===== src/rtl/bpu_bht_btb_if.sv =====
// Fetch/decode-side bundle for the branch prediction unit: IF lookup, ID training,
// ID recovery and performance counter readout.
interface bpu_bht_btb_if #(
  parameter int unsigned GHR_W  = 6,
  parameter int unsigned PERF_W = 32
) ();

  // IF-stage lookup
  logic [31:0]       PC_F;
  logic              pred_jump_F;
  logic [31:0]       pred_target;
  logic [GHR_W-1:0]  pred_ghr_F;

  // ID-stage resolution and training
  logic              stall_D;
  logic              upd_valid_D;
  logic [31:0]       PC_D;
  logic              PC_src_D;
  logic [31:0]       real_target;
  logic              pred_jump_D;
  logic [31:0]       pred_target_D;
  logic [GHR_W-1:0]  upd_ghr_D;
  logic              mispredict_D;
  logic [31:0]       recover_pc_D;

  // Performance counters
  logic [PERF_W-1:0] branch_cnt;
  logic [PERF_W-1:0] mispred_cnt;

  // Core side: drives PCs and resolution, consumes predictions.
  modport master (
    output PC_F, stall_D, upd_valid_D, PC_D, PC_src_D, real_target,
           pred_jump_D, pred_target_D, upd_ghr_D,
    input  pred_jump_F, pred_target, pred_ghr_F, mispredict_D, recover_pc_D,
           branch_cnt, mispred_cnt
  );

  // Predictor side.
  modport slave (
    input  PC_F, stall_D, upd_valid_D, PC_D, PC_src_D, real_target,
           pred_jump_D, pred_target_D, upd_ghr_D,
    output pred_jump_F, pred_target, pred_ghr_F, mispredict_D, recover_pc_D,
           branch_cnt, mispred_cnt
  );

endinterface


===== src/rtl/bpu_bht_btb.sv =====
// Direct-mapped BTB plus saturating-counter BHT with bimodal or gshare indexing.
// Combinational lookup on the IF PC, non-speculative training from the ID stage.
module bpu_bht_btb #(
  parameter int unsigned ENTRIES = 64,
  parameter int unsigned TAG_W   = 8,
  parameter int unsigned CNT_W   = 2,
  parameter int unsigned GSHARE  = 0,
  parameter int unsigned GHR_W   = 6,
  parameter int unsigned PERF_W  = 32
) (
  input  logic            clk,
  input  logic            rst_n,
  bpu_bht_btb_if.slave    bp
);

  localparam int unsigned IDX_W = $clog2(ENTRIES);
  localparam logic [CNT_W-1:0]  CNT_INIT = CNT_W'((2 ** (CNT_W - 1)) - 1);
  localparam logic [CNT_W-1:0]  CNT_MAX  = '1;
  localparam logic [CNT_W-1:0]  CNT_MIN  = '0;
  localparam logic [PERF_W-1:0] PERF_MAX = '1;

  // Prediction state
  logic [ENTRIES-1:0] btb_valid_q;
  logic [TAG_W-1:0]   btb_tag_q [ENTRIES];
  logic [31:0]        btb_tgt_q [ENTRIES];
  logic [CNT_W-1:0]   bht_q     [ENTRIES];
  logic [GHR_W-1:0]   ghr_q, ghr_d;
  logic [PERF_W-1:0]  branch_cnt_q, branch_cnt_d;
  logic [PERF_W-1:0]  mispred_cnt_q, mispred_cnt_d;

  // IF-side lookup signals
  logic [IDX_W-1:0]   f_idx_pc;
  logic [TAG_W-1:0]   f_tag;
  logic [IDX_W-1:0]   f_bht_idx;
  logic               f_hit;
  logic               f_taken;

  // ID-side training signals
  logic [IDX_W-1:0]   d_idx_pc;
  logic [TAG_W-1:0]   d_tag;
  logic [IDX_W-1:0]   d_bht_idx;
  logic [CNT_W-1:0]   d_cnt_cur;
  logic [CNT_W-1:0]   d_cnt_nxt;
  logic               train;
  logic               mispredict;

  // Field extraction; the BTB is always indexed by PC alone.
  assign f_idx_pc = bp.PC_F[IDX_W+1:2];
  assign f_tag    = bp.PC_F[IDX_W+1+TAG_W:IDX_W+2];
  assign d_idx_pc = bp.PC_D[IDX_W+1:2];
  assign d_tag    = bp.PC_D[IDX_W+1+TAG_W:IDX_W+2];

  // Lookup hashes with the live GHR, training with the snapshot taken at lookup.
  assign f_bht_idx = (GSHARE != 0) ? (f_idx_pc ^ IDX_W'(ghr_q))        : f_idx_pc;
  assign d_bht_idx = (GSHARE != 0) ? (d_idx_pc ^ IDX_W'(bp.upd_ghr_D)) : d_idx_pc;

  always_comb begin : lookup
    f_hit   = 1'b0;
    f_taken = 1'b0;
    f_hit   = btb_valid_q[f_idx_pc] && (btb_tag_q[f_idx_pc] == f_tag);
    f_taken = f_hit && bht_q[f_bht_idx][CNT_W-1];
  end

  assign bp.pred_jump_F = f_taken;
  assign bp.pred_target = f_taken ? btb_tgt_q[f_idx_pc] : (bp.PC_F + 32'd4);
  assign bp.pred_ghr_F  = ghr_q;

  // Resolution: a taken branch is also wrong if it went somewhere else.
  assign train      = bp.upd_valid_D && !bp.stall_D;
  assign mispredict = bp.upd_valid_D &&
                      ((bp.pred_jump_D != bp.PC_src_D) ||
                       (bp.PC_src_D && (bp.pred_target_D != bp.real_target)));

  assign bp.mispredict_D = mispredict;
  assign bp.recover_pc_D = bp.PC_src_D ? bp.real_target : (bp.PC_D + 32'd4);

  always_comb begin : cnt_next
    d_cnt_cur = bht_q[d_bht_idx];
    d_cnt_nxt = d_cnt_cur;
    if (bp.PC_src_D) begin
      if (d_cnt_cur != CNT_MAX) d_cnt_nxt = d_cnt_cur + CNT_W'(1);
    end else begin
      if (d_cnt_cur != CNT_MIN) d_cnt_nxt = d_cnt_cur - CNT_W'(1);
    end
  end

  always_comb begin : misc_next
    ghr_d         = ghr_q;
    branch_cnt_d  = branch_cnt_q;
    mispred_cnt_d = mispred_cnt_q;
    if (train) begin
      if (GSHARE != 0)                 ghr_d         = GHR_W'({ghr_q, bp.PC_src_D});
      if (branch_cnt_q != PERF_MAX)    branch_cnt_d  = branch_cnt_q + PERF_W'(1);
      if (mispredict && (mispred_cnt_q != PERF_MAX))
                                       mispred_cnt_d = mispred_cnt_q + PERF_W'(1);
    end
  end

  // Reset-bearing state: valid bits, counters, history.
  always_ff @(posedge clk or negedge rst_n) begin
    if (!rst_n) begin
      btb_valid_q   <= '0;
      ghr_q         <= '0;
      branch_cnt_q  <= '0;
      mispred_cnt_q <= '0;
      for (int i = 0; i < int'(ENTRIES); i++) bht_q[i] <= CNT_INIT;
    end else begin
      ghr_q         <= ghr_d;
      branch_cnt_q  <= branch_cnt_d;
      mispred_cnt_q <= mispred_cnt_d;
      if (train) begin
        bht_q[d_bht_idx] <= d_cnt_nxt;
        if (bp.PC_src_D) btb_valid_q[d_idx_pc] <= 1'b1;
      end
    end
  end

  // Tag/target payload is only meaningful behind a valid bit, so it carries no reset.
  always_ff @(posedge clk) begin
    if (train && bp.PC_src_D) begin
      btb_tag_q[d_idx_pc] <= d_tag;
      btb_tgt_q[d_idx_pc] <= bp.real_target;
    end
  end

  assign bp.branch_cnt  = branch_cnt_q;
  assign bp.mispred_cnt = mispred_cnt_q;

endmodule


===== src/flat_wrapper.sv =====
// flat-port wrapper written by rule: the top's interface ports become plain ports
module bpu_bht_btb_flat 
#(
  parameter int unsigned ENTRIES = 64,
  parameter int unsigned TAG_W   = 8,
  parameter int unsigned CNT_W   = 2,
  parameter int unsigned GSHARE  = 0,
  parameter int unsigned GHR_W   = 6,
  parameter int unsigned PERF_W  = 32
)
  (clk, rst_n, bp_PC_F, bp_stall_D, bp_upd_valid_D, bp_PC_D, bp_PC_src_D, bp_real_target, bp_pred_jump_D, bp_pred_target_D, bp_upd_ghr_D, bp_pred_jump_F, bp_pred_target, bp_pred_ghr_F, bp_mispredict_D, bp_recover_pc_D, bp_branch_cnt, bp_mispred_cnt);
  bpu_bht_btb_if #(.GHR_W(GHR_W), .PERF_W(PERF_W)) bp_i ();
  input  logic clk;
  input  logic rst_n;
  input wire logic [$bits(bp_i.PC_F)-1:0] bp_PC_F;
  input wire logic [$bits(bp_i.stall_D)-1:0] bp_stall_D;
  input wire logic [$bits(bp_i.upd_valid_D)-1:0] bp_upd_valid_D;
  input wire logic [$bits(bp_i.PC_D)-1:0] bp_PC_D;
  input wire logic [$bits(bp_i.PC_src_D)-1:0] bp_PC_src_D;
  input wire logic [$bits(bp_i.real_target)-1:0] bp_real_target;
  input wire logic [$bits(bp_i.pred_jump_D)-1:0] bp_pred_jump_D;
  input wire logic [$bits(bp_i.pred_target_D)-1:0] bp_pred_target_D;
  input wire logic [$bits(bp_i.upd_ghr_D)-1:0] bp_upd_ghr_D;
  output wire logic [$bits(bp_i.pred_jump_F)-1:0] bp_pred_jump_F;
  output wire logic [$bits(bp_i.pred_target)-1:0] bp_pred_target;
  output wire logic [$bits(bp_i.pred_ghr_F)-1:0] bp_pred_ghr_F;
  output wire logic [$bits(bp_i.mispredict_D)-1:0] bp_mispredict_D;
  output wire logic [$bits(bp_i.recover_pc_D)-1:0] bp_recover_pc_D;
  output wire logic [$bits(bp_i.branch_cnt)-1:0] bp_branch_cnt;
  output wire logic [$bits(bp_i.mispred_cnt)-1:0] bp_mispred_cnt;
  assign bp_i.PC_F = bp_PC_F;
  assign bp_i.stall_D = bp_stall_D;
  assign bp_i.upd_valid_D = bp_upd_valid_D;
  assign bp_i.PC_D = bp_PC_D;
  assign bp_i.PC_src_D = bp_PC_src_D;
  assign bp_i.real_target = bp_real_target;
  assign bp_i.pred_jump_D = bp_pred_jump_D;
  assign bp_i.pred_target_D = bp_pred_target_D;
  assign bp_i.upd_ghr_D = bp_upd_ghr_D;
  assign bp_pred_jump_F = bp_i.pred_jump_F;
  assign bp_pred_target = bp_i.pred_target;
  assign bp_pred_ghr_F = bp_i.pred_ghr_F;
  assign bp_mispredict_D = bp_i.mispredict_D;
  assign bp_recover_pc_D = bp_i.recover_pc_D;
  assign bp_branch_cnt = bp_i.branch_cnt;
  assign bp_mispred_cnt = bp_i.mispred_cnt;
  bpu_bht_btb #(.ENTRIES(ENTRIES), .TAG_W(TAG_W), .CNT_W(CNT_W), .GSHARE(GSHARE), .GHR_W(GHR_W), .PERF_W(PERF_W)) u_core (.clk(clk), .rst_n(rst_n), .bp(bp_i));
endmodule

===== config.mk =====
export PLATFORM = sky130hd
export DESIGN_NAME = bpu_bht_btb_flat
export DESIGN_NICKNAME = d
export VERILOG_FILES = /design/src/rtl/bpu_bht_btb_if.sv /design/src/rtl/bpu_bht_btb.sv /design/src/flat_wrapper.sv
export SDC_FILE = /design/constraint.sdc
export NUM_CORES = 2
export LEC_CHECK = 0
export CAP_MARGIN = 20
export CORE_MARGIN = 3
export CORE_UTILIZATION = 56
export DETAILED_ROUTE_END_ITERATION = 7
export GPL_ROUTABILITY_DRIVEN = 0
export GPL_TIMING_DRIVEN = 0
export HOLD_SLACK_MARGIN = 0.06
export PLACE_DENSITY_LB_ADDON = 0.25
export SKIP_LAST_GASP = 1
export SLEW_MARGIN = 20
export SYNTH_ARGS = -nofsm -noshare
export SYNTH_HDL_FRONTEND = slang
export SYNTH_SLANG_ARGS = --single-unit

===== constraint.sdc =====
create_clock -name clk -period 4.1 [get_ports clk]
set_input_delay 0.82 -clock clk [delete_from_list [all_inputs] [get_ports clk]]
set_output_delay 0.82 -clock clk [all_outputs]
set_load 0.005 [all_outputs]

==> out/summary.txt <==
Status - finished, violations left
Failing checks - DRC, setup timing
Number of hold-slack violations in the final timing report - 0
Number of instances in the synthesized netlist - 5404
Final period utilization - 1.31
EDFF count, synth - 2560
Area of the mapped netlist - 0.112 sq mm
Slowest CP cell - mux4_2
Global-route wire length before repair - 491 mm
Cell types with the largest area share after synthesis - edfxtp_1 (69%), mux4_2 (16%), dfrtp_1 (4.3%)
Peak per-stage delay on the critical path - 0.51 ns
Number of antenna violations at the first check in global routing - 15
Clock Sink Count - 2816
Worst-path maximum fanout - 7
Largest net degree at the start of global routing - 96
Nature of the critical path startpoint - input port
Share of synthesized cell area in and, or, nand and nor gates - 0.0319
Final WS setup - -1.25 ns
Fmax - 0.187 GHz
Netlist cell types - 76
HPWL after DPL - 227 mm
Share of total power in the clock network - 0.413
Max-cap violations - 0
Type of element capturing the critical path - output pin
Die W - 453 microns
Area Growth Syn to Fin - 21.0%
Standard cell area after detailed placement - 0.123 sq mm
Later-pin clock latency in the skew report - 0.93 ns
Adder-cell share of the synthesized area - 0.000626
Total wire length after detailed routing - 355 mm
Port Buf Inserts - 261
Root buf cell - clkbuf_16
Final max-slew violation count - 0
Warnings, synthesis - 0
Worst endpoint data arrival time - 4.53 ns
Worst path cell trace - buf_12 -> buf_12 -> buf_16 -> buf_4 -> mux4_2 -> a22oi_2 -> o211ai_1 -> o2111ai_2 -> o311ai_4 -> nor4_4 -> nand3_4 -> buf_12 -> buf_16 -> buf_12 -> mux2i_4 -> buf_2
Worst-case setup slack after placement - -3.85 ns
Number of buffers created by CTS - 295
Final routed wire length divided by cell count - 38.9 microns
Worst voltage drop across the vdd grid - 437 uV
Routed vias - 64300
Number of global-route vias before repair - 63300
Overall power after layout - 62.2 mW
Die Height - 453 microns
Core region area - 0.198 sq mm
Top_reg_cell synth - edfxtp_1
Net switching power - 13.8 mW
Post-synthesis average cell area - 20.7 sq um
Starting density of the core - 0.566
Actual slew at the worst max-slew pin - 1.08 ns
Type of the worst setup path - input port to output pin
Per-cell via count in the routed design - 7.05
Yosys reg bits - 2816
Fraction of registers with async set/reset - 0.0909
Number of ports placed on the die boundary - 276
Combined buffer and inverter count along the critical path - 8
Number of design-rule violations left by the first detailed-router iteration - 11000
Sequential element share of the synthesized area - 0.744
Largest family of logic cells by synthesized area - multiplexers
Mux cell area share after synthesis - 0.174
Class of the tightest hold or removal check - input port to flop
Leading cell type in the layout, fill and taps excluded - edfxtp_1
Clock Pin Slew Worst Setup and Hold Paths - 0.06 ns
Die Outline Area - 0.205 sq mm
Final setup violation count - 71
Fill cell total of the finished layout - 11800
Total DRC errors in the routed layout - 15
Proportion of power drawn by flip-flops and latches - 0.513
Unrepaired setup endpoints after global routing - true
Time the worst path needs with I/O delays and setup - 5.35 ns
Library cell occupying the most area in the post-synthesis netlist - edfxtp_1
Switching Share - 0.223
Cell family contributing the most delay on the critical path - buffers and inverters
Overflow after GRT - 0
CTS tree - built
Required time at the endpoint of the critical path - 3.28 ns
Worst Clk Skew - 0.0421 ns
Post-synthesis share of cell area spent on xor and xnor gates - 0.0121
All-Layer GR Usage - 0.347
Drt pass-1 iters - 8
Most frequent cells in the layout - edfxtp_1 (2560), mux4_2 (779), clkbuf_16 (318)
Summed area of non-filler cells in the final layout - 0.135 sq mm
Row count - 163
Leakage power total - 44.9 nW
Headroom to the max-slew limit - 0.276
Internal Dissipation - 48.3 mW
Synth Area in Compound Gates - 0.0231
Cell type with the highest occurrence count on the critical path - buf_12
Maximum clock path buffer count - 4
Area share of the largest cell type after synthesis - 0.686
ANT nets after route - 0
Fraction of layout instances using a drive strength above 1 - 0.330
Cell area power density - 459 mW/mm^2
Power share of the combinational group - 0.074
Number of nets in the finished design - 6411
H-tree levels - 5
[power by group through the flow]
| stage | sequential [mW] | combinational (mW) | clock (mW) |
|---|---|---|---|
| 2_1_floorplan | 32.4 | 2.12 | 0 |
| 3_3_place_gp | 32.5 | 3.92 | 0 |
| 3_5_place_dp | 32.5 | 4.10 | 0 |
| 4_1_cts | 31.9 | 4.47 | 25.7 |
| 5_1_grt | 31.9 | 4.74 | 26.8 |
| 6_report | 31.9 | 4.61 | 25.7 |
[synthesized netlist by cell type (7+ instances only)]
master       n
edfxtp_1  2560
mux4_2     777
nor2_1     256
nand2_1    207
dfrtp_1    192
clkbuf_1   123
mux2i_1    114
o21ai_0    109
buf_2       98
xnor2_1     93
a21oi_1     89
nand3_1     72
or2_2       65
dfstp_2     64
xor2_1      62
a22oi_1     46
buf_1       34
nand4_1     33
o31ai_1     30
mux2_4      28
buf_4       27
and3_1      25
mux2_2      21
a221oi_1    19
nor2b_1     19
a211oi_1    16
buf_6       16
a31oi_1     15
nand2b_1    15
nor3_1      14
and2_1      12
inv_1       12
nor4_1      11
o22ai_1     10
and4_1       9
o211ai_1     9
a22o_1       8
a311oi_1     8
nand3b_1     7
[cell families after synthesis]
group / count (synthesis)
AND/OR/NAND/NOR: 762
buffers and inverters: 318
multiplexers: 946
adder cells (fa/ha/maj): 6
AO/OA/AOI/OAI: 400
flip-flops: 2816
XOR/XNOR: 155
other: 1
[worst paths after layout]
| check | slack [ns] | from | to | cells past startpoint |
|---|---|---|---|---|
| worst max-delay path | -1.25 | bp_PC_F[3] | bp_pred_target[7] | 16 |
| worst min-delay path | 0.27 | bp_real_target[18] | u_core.btb_tgt_q[56][18] | 1 |
| worst max register to register | 0.40 | u_core.bp.mispred_cnt[8] | u_core.bp.mispred_cnt[21] | 10 |
| worst min register to register | 0.46 | u_core.btb_valid_q[20] | u_core.btb_valid_q[20] | 1 |
| max in group asynchronous | 2.23 | rst_n | u_core.btb_valid_q[52] | 4 |
| min in group asynchronous | 0.48 | rst_n | u_core.bp.mispred_cnt[24] | 2 |
[state kept, by name (all words and copies together), names as in the netlist]
register and flops:
u_core.bht_q 128, u_core.btb_tgt_q 2048, u_core.btb_valid_q 64, u_core.bp.mispred_cnt 32, u_core.bp.branch_cnt 32, u_core.btb_tag_q 512
[layout make-up]
type                            count  area, sq um  share of cell area
Sequential cell                  2816        83400               0.615
Multi-Input combinational cell   2275        28100               0.207
Timing Repair Buffer              566         8030              0.0593
Clock buffer                      371         7890              0.0582
Buffer                            298         3620              0.0267
Tap cell                         2640         3300              0.0244
Clock inverter                    133         1110             0.00817
Inverter                           15         62.6            0.000462
Antenna cell                        7         17.5            0.000129
[metal layers]
layer,GRT usage,up-vias,share of wire
li1,-,24100,-
met1,0.457,33200,0.34
met2,0.528,5732,0.46
met3,0.0921,1260,0.13
met4,0.201,6,0.073
met5,0,-,0.00012
[repair_timing]
item,in CTS,in global routing
endpoints found under the setup margin,447,120
pin swaps,30,26
hold buffers,1,0
hold endpoints to repair,32,0
resized for setup,639,51
gates cloned,7,0
buffers inserted,94,25
[stage by stage]
step | std cells | util | setup TNS (ns) | hold slack, ns
CTS | 9091 | 0.682 | -28.23 | 0.219
global route | 9118 | 0.684 | -35.79 | 0.249
finish | 9121 | 0.684 | -37.42 | 0.274
global placement | 8310 | 0.599 | - | 0.441
detailed placement | 8490 | 0.622 | -2059.87 | 0.447
floorplan | 5409 | - | -42.20 | 0.430
(Power assumes the default switching activity.)
